==> config.mk <==
export PLATFORM = sky130hd
export DESIGN_NAME = credit_receiver_fifo
export DESIGN_NICKNAME = d
export VERILOG_FILES = /design/src/rtl/credit_receiver_fifo.sv
export SDC_FILE = /design/constraint.sdc
export NUM_CORES = 1
export LEC_CHECK = 0
export BUFFER_PORTS_ARGS = -buffer_cell sky130_fd_sc_hd__buf_2
export CORE_MARGIN = 2
export CORE_UTILIZATION = 35
export CTS_BUF_LIST = sky130_fd_sc_hd__clkbuf_8 sky130_fd_sc_hd__clkbuf_16
export CTS_CLUSTER_SIZE = 10
export DETAILED_ROUTE_END_ITERATION = 8
export MAX_ROUTING_LAYER = met4
export REMOVE_ABC_BUFFERS = 1
export SKIP_LAST_GASP = 1
export SYNTH_ARGS = -nofsm -noshare
export SYNTH_HDL_FRONTEND = slang
export SYNTH_SLANG_ARGS = --single-unit
export TNS_END_PERCENT = 1
==> constraint.sdc <==
create_clock -name clk -period 7.5 [get_ports clk]
set_clock_uncertainty 0.1 [all_clocks]
set_input_delay 1.5 -clock clk [delete_from_list [all_inputs] [get_ports clk]]
set_output_delay 1.5 -clock clk [all_outputs]
set_load 0.05 [all_outputs]
==> src/rtl/credit_receiver_fifo.sv <==
// Purpose : receive end of a credit link; buffers flits in a DEPTH-entry FIFO and returns held credits.
// Latency : a flit pushed at edge N is poppable in cycle N+1. A credit is returned as a combinational pulse, at most one per cycle.
// Backpressure: pop side is valid/ready. Push side relies on credits; a push into a full FIFO (no same-cycle pop) is dropped and flags overflow.
//
// Ports:
//   clk, rst                   clock, async active-high reset
//   push_sender_in_reset       sender in reset: synchronous flush of FIFO and credits
//   push_receiver_in_reset     registered "receiver in reset" indication to sender
//   push_valid/push_data       incoming flit
//   push_credit_stall          suppress credit return this cycle
//   push_credit                one-credit return pulse
//   credit_initial             credits loaded on reset release / flush (0..DEPTH)
//   credit_withhold            credits kept in reserve
//   credit_count               credits held, not yet returned
//   credit_available           credit_count > credit_withhold
//   pop_valid/pop_ready/pop_data  head of FIFO to consumer
//   occupancy                  FIFO entries in use
//   overflow                   sticky: a push arrived with no free entry
module credit_receiver_fifo #(
    parameter int DATA_WIDTH = 8,
    parameter int DEPTH      = 4,
    parameter int CW         = $clog2(DEPTH + 1)
) (
    input  logic                  clk,
    input  logic                  rst,
    input  logic                  push_sender_in_reset,
    output logic                  push_receiver_in_reset,
    input  logic                  push_valid,
    input  logic [DATA_WIDTH-1:0] push_data,
    input  logic                  push_credit_stall,
    output logic                  push_credit,
    input  logic [CW-1:0]         credit_initial,
    input  logic [CW-1:0]         credit_withhold,
    output logic [CW-1:0]         credit_count,
    output logic                  credit_available,
    output logic                  pop_valid,
    input  logic                  pop_ready,
    output logic [DATA_WIDTH-1:0] pop_data,
    output logic [CW-1:0]         occupancy,
    output logic                  overflow
);

    localparam int            PW      = (DEPTH > 1) ? $clog2(DEPTH) : 1;
    localparam logic [CW-1:0] DEPTH_C = CW'(DEPTH);
    localparam logic [PW-1:0] LAST_C  = PW'(DEPTH - 1);

    logic [DATA_WIDTH-1:0] mem [DEPTH];
    logic [PW-1:0]         wr_ptr;
    logic [PW-1:0]         rd_ptr;
    logic [CW-1:0]         occ_q;
    logic [CW-1:0]         occ_next;
    logic [CW-1:0]         cnt_q;
    logic [CW-1:0]         cnt_next;
    logic                  in_reset;
    logic                  pop_fire;
    logic                  push_fire;
    logic                  push_accepted;

    // Pointers wrap explicitly so DEPTH need not be a power of two.
    function automatic logic [PW-1:0] ptr_inc(input logic [PW-1:0] p);
        return (p == LAST_C) ? '0 : p + PW'(1);
    endfunction

    assign in_reset = push_receiver_in_reset | push_sender_in_reset;

    // While the receiver is held in reset the visible count follows credit_initial;
    // the register captures it on the release edge (receiver-reset flop still set).
    assign credit_count     = push_receiver_in_reset ? credit_initial : cnt_q;
    assign credit_available = credit_count > credit_withhold;
    assign push_credit      = credit_available & ~push_credit_stall & ~in_reset;

    assign pop_valid = (occ_q != '0);
    assign pop_data  = mem[rd_ptr];
    assign occupancy = occ_q;

    assign pop_fire      = pop_valid & pop_ready & ~in_reset;
    assign push_fire     = push_valid & ~in_reset;
    // A full FIFO still accepts when the head leaves in the same cycle.
    assign push_accepted = push_fire & ((occ_q < DEPTH_C) | pop_fire);

    always_comb begin
        cnt_next = cnt_q;
        if (pop_fire && !push_credit) begin
            if (cnt_q != DEPTH_C) cnt_next = cnt_q + CW'(1);
        end else if (push_credit && !pop_fire) begin
            if (cnt_q != '0) cnt_next = cnt_q - CW'(1);
        end
    end

    always_comb begin
        occ_next = occ_q;
        if (push_accepted && !pop_fire)      occ_next = occ_q + CW'(1);
        else if (!push_accepted && pop_fire) occ_next = occ_q - CW'(1);
    end

    always_ff @(posedge clk or posedge rst) begin
        if (rst) push_receiver_in_reset <= 1'b1;
        else     push_receiver_in_reset <= 1'b0;
    end

    always_ff @(posedge clk or posedge rst) begin
        if (rst) begin
            wr_ptr   <= '0;
            rd_ptr   <= '0;
            occ_q    <= '0;
            cnt_q    <= '0;
            overflow <= 1'b0;
            for (int i = 0; i < DEPTH; i++) mem[i] <= '0;
        end else if (in_reset) begin
            // Flush: traffic ignored, overflow deliberately kept.
            wr_ptr <= '0;
            rd_ptr <= '0;
            occ_q  <= '0;
            cnt_q  <= credit_initial;
        end else begin
            if (push_accepted) begin
                mem[wr_ptr] <= push_data;
                wr_ptr      <= ptr_inc(wr_ptr);
            end
            if (pop_fire) rd_ptr <= ptr_inc(rd_ptr);
            occ_q <= occ_next;
            cnt_q <= cnt_next;
            if (push_fire && !push_accepted) overflow <= 1'b1;
        end
    end

endmodule

## Yosys cells after proc, flatten, opt, wreduce, memory -nomap -nowiden

Cells that the tools add are included.

- Flip-flop bits (word level): 44
- Input port bits: 20
- Logic and storage cells: 77

- $add $sub $neg: 6
- $lt $le $gt $ge: 5
- Equal/unequal tests: 4
- Multiplexer cells: 21
- Bitwise gates (word level): 12
- Reductions and logical operators: 19

Operators by type and width:

| kind | number |
|---|---|
| $bwmux 32 | 1 |
| $mux 3 | 9 |
| $mux 8 | 3 |
| $bmux 8 s2 | 1 |
| $demux 8 s2 | 1 |
| $reduce_bool 3->1 | 5 |
| $mux 2 | 6 |
| $add 3x1->3 const B | 2 |
| $and 1x1->1 | 6 |
| $ge 3x3->1 const B | 2 |
| $logic_and 1x1->1 | 6 |
| $not 2->3 | 2 |
| $sub 3x1->3 const B | 2 |
| $add 2x1->2 const B | 2 |
| $eq 2x2->1 const B | 2 |
| $reduce_and 2->1 | 2 |
| $reduce_bool 2->1 | 2 |
| $gt 3x3->1 | 1 |
| $logic_not 1->1 | 3 |
| $lt 3x1->1 const B | 1 |
| $lt 3x3->1 const B | 1 |
| $ne 3x2->1 const B | 1 |
| $ne 3x3->1 const B | 1 |
| $reduce_and 3->1 | 1 |
| other kinds (2) | 4 |

## Longest topological paths before layout

Gate-level depths: netlist (run 1).

- Depth in word-level cells: 10
- Mapped depth: 11

## Worst setup path before layout (run 1)

No wires, ideal clock.

- Path type: input to output
- Start: in credit_initial[1]
- End: out push_credit
- Data arrival time: 3.605 ns
- Data required time: 5.900 ns
- Slack: 2.295 ns
- Stages on the path: 6
- Path buffers: 0
- Cells stage by stage: nand2_1 > o21ai_0 > ha_1 > nor2b_4 > o311ai_2 > nor2_1

- Cells in the longest elaborated chain, start to end: 4

Ends and longest elaborated chain:

| what | line | text |
|---|---|---|
| start, declared | 32 | `input logic [CW-1:0] credit_initial,` |
| $mux 3 | 68 | `assign credit_count = push_receiver_in_reset ? credit_initial : cnt_q;` |
| net credit_count[1] | 34 | `output logic [CW-1:0] credit_count,` |
| $gt 3x3->1 | 69 | `assign credit_available = credit_count > credit_withhold;` |
| $and 1x1->1 (2 in series) | 70 | `assign push_credit = credit_available & ~push_credit_stall & ~in_reset;` |
| end, declared | 31 | `output logic push_credit,` |

The timed path passes the listed nets, and every way through them passes these cells.

## Worst setup path after layout (run 1)

- Start: in credit_initial[2]
- End: out push_credit

- Cells in the longest elaborated chain, start to end: 4

Ends and longest elaborated chain:

| what | line |
|---|---|
| $mux 3 | 68 |
| $gt 3x3->1 | 69 |
| $and 1x1->1 (2 in series) | 70 |

Every way passes these cells.

==> results.md, run 1 <==
* Outcome: complete, no violations
* Critical path, cell by cell: buf_2, mux2_2, ha_1, o21ba_2, o311ai_2, nor2_1, buf_2
* Max layer used: met4
* Ant diodes at 0
* Clock tree buffer depth at 2
* Asr flop ratio synth at 100%
* Top cells by area, synth: dfrtp_1 44%, mux2_2 14%, mux4_2 7.3%
* Largest net degree at the start of global routing at 45
* Highest clock rate at 0.221 GHz
* Yosys reg bits at 44
* CP Data Required Time at 5.90 ns
* WL met1 at 2.12 mm
* GRT Util Overall at 13.6%
* Yosys cell types at 49
* Area Overhead vs Synth at 16.0%
* Starting Density at 36.2%
* Reg2reg setup slack at 4.34 ns
* ANT nets after route at 0
* Share of the synthesized area in the top cell type at 43.7%
* Endpoints failing setup at 0
* DRT iter0 DRCs at 52
* Worst slew pin tran at 0.591 ns
* Clk pin slew, worst setup/hold paths at 0.08 ns
* Seq. cell area at 1100 um2
* Final-layout fill cell count at 637
* Root Driver: clkbuf_8
* Synth area leader: dfrtp_1
* Synthesized area at 2460 um2
* MaxCap Viol Count at 0
* Slowest stage delay, CP at 0.32 ns
* Hpwl dp at 3.16 mm
* Multi-input gate area at 1270 um2
* Sequential share of the synthesized area at 44.8%
* Most common cell after layout, fill and taps aside: dfrtp_1
* Die ar. at 7720 um2
* First-pass iteration count of the detailed router at 4
* Drc violations at 0
* First-pass GRT wire length at 7.80 mm
* # nets final at 261
* Worst VDD drop at 0.114 mV
* WL/cell at 14.0 um
* H-tree levels at 2
* LEAKAGE at 1.37 nW
* TritonCTS clock tree: yes
* Number of global-route vias before repair at 1,609
* Syn Area/Cell at 12.8 um2
* Core box area at 6790 um2
* Via density at 4.81
* IO Pins at 39
* Initial antenna violation count at 0
* Post-cts gate resize count at 0
* Rows at 30
* Yosys warning count at 0
* Sink Count at 44
* Cell count after synthesis at 192
* Total CTS buffers at 5
* Slew margin rel. at 60.6%
* Critical path's slowest cell: ha_1
* CP endpoint kind: primary output
* Via count at 1,579
* Crit path top cell by count: buf_2
* Clock latency on the worst-skew pair at 0.30 ns
* DIE WIDTH at 87.9 um
* Final Wtd Congestion at 0.747
* Critical Path AT at 2.92 ns
* Met3 routed wirelength at 171 um
* Pins Over Slew Limit at 0
* CP max FO at 4
* Hold Buf Count CTS at 0
* Most frequent cells in the layout: 43 x dfrtp_1, 38 x buf_2, 30 x mux2_2
* Post-CTS Setup Repair Bufs at 0
* Layout cells sized above 1 at 44.8%
* Post-synth EDFFs at 0
* Setup crit start kind: input port
* Post-Route WL at 4.58 mm
* Fin Setup TNS at 0 ns
* Min Tclk post-route at 4.52 ns
* I/O Buffers at 38
* Total power divided by cell area at 232 nW/um2
* Synth Flop Type: dfrtp_1
* RSZ-0062 raised after global routing: no
* Gr ovfl total at 0
* Final Hold Viols at 0
* Final core utilization at 42.0%
* Worst Hold Class: register to register
* Routed wl met2 at 2.22 mm
* Die height at 87.9 um
* Worst Setup Path Type: input port to primary output
* Ratio of final minimum period to clock period at 60.2%
==> through the flow <==
stage          total power, W  std cells  worst slack, ns  hold WS, ns  instance area, um2
2_1_floorplan        0.000435        184             2.30        0.359                2410
3_3_place_gp         0.000475        320             3.02        0.345                2730
3_5_place_dp         0.000478        320             2.98        0.353                2730
4_1_cts              0.000673        328             2.98        0.372                2860
5_1_grt              0.000702        328             2.93        0.402                2860
6_report             0.000662        328             2.98        0.369                2860
==> where the power goes <==
group	total [W]	internal (W)	switching [W]
registers	0.000283	0.000264	0.0000187
clock network	0.000191	0.000109	0.0000822
logic	0.000188	0.0000730	0.000115
total	0.000662	0.000446	0.000216
==> layout make-up <==
cell class	instances	area share, %
well taps	96	4.21
clock inverters	2	1.36
clock buffers	6	2.89
flip-flops and latches	44	38.6
multi-input cells	130	44.4
inverters	10	1.31
repair buffers	40	7.19
==> worst paths after layout <==
| check | startpoint | to | cells after the start |
|---|---|---|---|
| setup / recovery | credit_initial[2] | push_credit | 7 |
| hold / removal | overflow | overflow | 1 |
| setup reg to reg | push_receiver_in_reset | cnt_q[2] | 10 |
| hold reg to reg | overflow | overflow | 1 |
| max in group asynchronous | rst | push_receiver_in_reset | 3 |
| min in group asynchronous | rst | mem[11] | 3 |
==> kinds of logic (layout without fill, tap and decap cells) <==
| logic type | count (synthesis) | after routing | share of synthesized area (%) |
|---|---|---|---|
| mux | 47 | 47 | 24.9 |
| flops | 44 | 44 | 44.8 |
| simple gates | 39 | 39 | 9.91 |
| compound gates | 30 | 30 | 9.86 |
| buf+inv | 18 | 58 | 3.66 |
| fa+ha+maj | 10 | 10 | 5.69 |
| xor+xnor | 3 | 3 | 1.07 |
| other cells | 1 | 1 | 0.152 |
==> state kept, by name (all words and copies together) (netlist names) <==
signal and flops:
rd_ptr 2, mem 32, occupancy 3, overflow 1
wr_ptr 2, cnt_q 3, push_receiver_in_reset 1
==> layer usage <==
metal	track usage, %	up-vias
li1	-	768
met1	17.2	775
met2	22.0	30
met3	2.92	6
met4	4.20	0
met5	-	-
==> cell usage after synthesis (2+ instances only) <==
cell type	n
xnor2_1	3
nor2_1	10
nor3_1	4
nand3_1	3
buf_2	3
inv_1	10
mux2_1	3
o21ai_0	5
dfrtp_1	43
mux2i_1	6
nand2_1	8
o21a_1	2
buf_6	2
fa_1	2
nand2_4	4
mux4_2	8
ha_1	8
mux2_2	30
a21oi_1	8
==> worst max-delay path, delay by kind of cell <==
family	cells	cell delay, ns
simple gates	1	0.11
compound gates	2	0.33
mux	1	0.27
fa+ha+maj	1	0.32
buf+inv	2	0.38
(Power assumes the default switching activity.)
==> run 2, diff against run 1 <==
- clock period: 7.5 -> 3.9 ns (I/O delays scaled with it)
==> run 2 against run 1 <==
Net effect: setup slack got worse by 2.3 ns; non-clock buffer count did not move; wire length rose by 1.9%; core utilization fell by 0.092 points; cell count did not move; via count rose by 2.3%; critical endpoint unchanged; largest power group unchanged.
==> results.md, run 2 (same netlist as run 1, synthesis figures left out) <==
* Outcome: complete, no violations
* Worst Setup Path Type: register to primary output
* Die ar. at 7720 um2
* H-tree levels at 2
* WL/cell at 14.2 um
* Starting Density at 36.2%
* Die height at 87.9 um
* MaxCap Viol Count at 0
* Ratio of final minimum period to clock period at 81.9%
* Number of global-route vias before repair at 1,628
* Clock power frac at 28.4%
* CP Data Required Time at 3.02 ns
* Sw Pwr at 0.000426 W
* DIE WIDTH at 87.9 um
* Clock latency on the worst-skew pair at 0.30 ns
* RSZ-0062 raised after global routing: no
* Worst Hold Class: register to register
* Sequential power share at 43.0%
* Pint at 0.000841 W
* ANT nets after route at 0
* Clock tree buffer depth at 2
* Post-cts gate resize count at 0
* Total power at 0.00127 W
* Initial antenna violation count at 0
* Worst slew pin tran at 0.812 ns
* Worst Setup Slack, final at 0.707 ns
* Endpoints failing setup at 0
* Critical path, cell by cell: mux2_2, ha_1, nand3_1, o311ai_2, nor2_1, buf_2
* Via density at 4.93
* DRT iter0 DRCs at 97
* GRT Util Overall at 14.0%
* Placed cells at 320
* Min Tclk post-route at 3.19 ns
* Hold_ws at 0.361 ns
* TritonCTS clock tree: yes
* Setup crit start kind: register
* Reg with most FFs: mem
* Layout cells sized above 1 at 44.8%
* LEAKAGE at 1.36 nW
* Critical path's slowest cell: dfstp_2
* Hpwl dp at 3.32 mm
* Pins Over Slew Limit at 0
* Clk pin slew, worst setup/hold paths at 0.08 ns
* Hold Buf Count CTS at 0
* Final core utilization at 41.9%
* Total power divided by cell area at 445 nW/um2
* Sw Share at 33.6%
* Post-Route WL at 4.67 mm
* Root Driver: clkbuf_8
* Worst VDD drop at 0.170 mV
* Total stage count of the critical path at 6
* Final Wtd Congestion at 0.754
* Slowest stage delay, CP at 0.61 ns
* Drc violations at 0
* Core box area at 6790 um2
* Hold Crit Depth at 1
* Gr ovfl total at 0
* Most frequent cells in the layout: 43 x dfrtp_1, 38 x buf_2, 30 x mux2_2
* First-pass GRT wire length at 7.98 mm
* Post-CTS Setup Repair Bufs at 0
* IO Pins at 39
* Pre-CTS setup slack at 0.550 ns
* Crit path buffers/inverters at 1
* Most common cell after layout, fill and taps aside: dfrtp_1
* # nets final at 261
* Max reg flops at 32
* Rows at 30
* Reg2reg path depth at 10
* Highest clock rate at 0.313 GHz
* Critical Path AT at 2.31 ns
* First-pass iteration count of the detailed router at 4
* Total CTS buffers at 5
* Logic pwr share at 28.6%
* CP max FO at 7
* Final Hold Viols at 0
* Via count at 1,616
* Sink Count at 44
* Non-filler cells, final at 328
* Largest net degree at the start of global routing at 24
* CP endpoint kind: primary output
* Slew margin rel. at 45.5%
* Ant diodes at 0
* Area Overhead vs Synth at 15.8%
* Top delay family on crit path: flip-flops
* I/O Buffers at 38
-- run 2: cell count changes in the layout (fill, tap and decap cells not counted), sizes merged --
cell	before	now
clkinv	2	1
clkbuf	6	5
clkinvlp	0	1
inv	9	10
-- run 2: cell type report --
| class | instances | area (um2) |
|---|---|---|
| inverters | 10 | 37.5 |
| multi-input cells | 130 | 1270 |
| flip-flops and latches | 44 | 1100 |
| repair buffers | 40 | 205 |
| clock inverters | 3 | 46.3 |
| fillers | 663 | 3950 |
| well taps | 96 | 120 |
| clock buffers | 5 | 68.8 |
-- run 2: power groups by stage --
stage	sequential, W	combinational (W)	clock, W
after detailed placement	0.000554	0.000367	0
after CTS	0.000545	0.000368	0.000375
after floorplan	0.000563	0.000274	0
after global routing	0.000554	0.000391	0.000390
final	0.000545	0.000362	0.000360
after global placement	0.000552	0.000361	0
-- run 2: stage by stage --
step | instance area, um2 | TNS (ns)
after detailed placement | 2730 | 0
after global routing | 2850 | 0
final | 2850 | 0
after global placement | 2730 | 0
after floorplan | 2410 | -0.155
after CTS | 2850 | 0
-- run 2: worst reg2reg max path: cells and delay by family, from the launching register on --
kind | cells | cell delay, ns
flip-flops | 1 | 0.61
AND/OR/NAND/NOR | 2 | 0.36
multiplexers | 1 | 0.37
adder cells (fa/ha/maj) | 2 | 0.74
AO/OA/AOI/OAI | 5 | 0.88
-- run 2: layer usage --
layer / part of all wire [%] / GRT usage (%) / wire length, um
met4: 1.8 / 5.45 / 82
met1: 44 / 17.8 / 2050
met3: 4.1 / 2.73 / 192
met2: 50 / 22.2 / 2340
met5: 0 / - / 0
-- run 2: path summary, 6_finish.rpt --
| check | end | slack, ns | startpoint |
|---|---|---|---|
| setup / recovery | push_credit | 0.71 | push_receiver_in_reset |
| hold / removal | overflow | 0.36 | overflow |
| setup reg to reg | cnt_q[2] | 0.74 | push_receiver_in_reset |
| hold reg to reg | overflow | 0.36 | overflow |
| max in group asynchronous | mem[17] | 2.56 | rst |
| min in group asynchronous | wr_ptr[0] | 0.42 | rst |
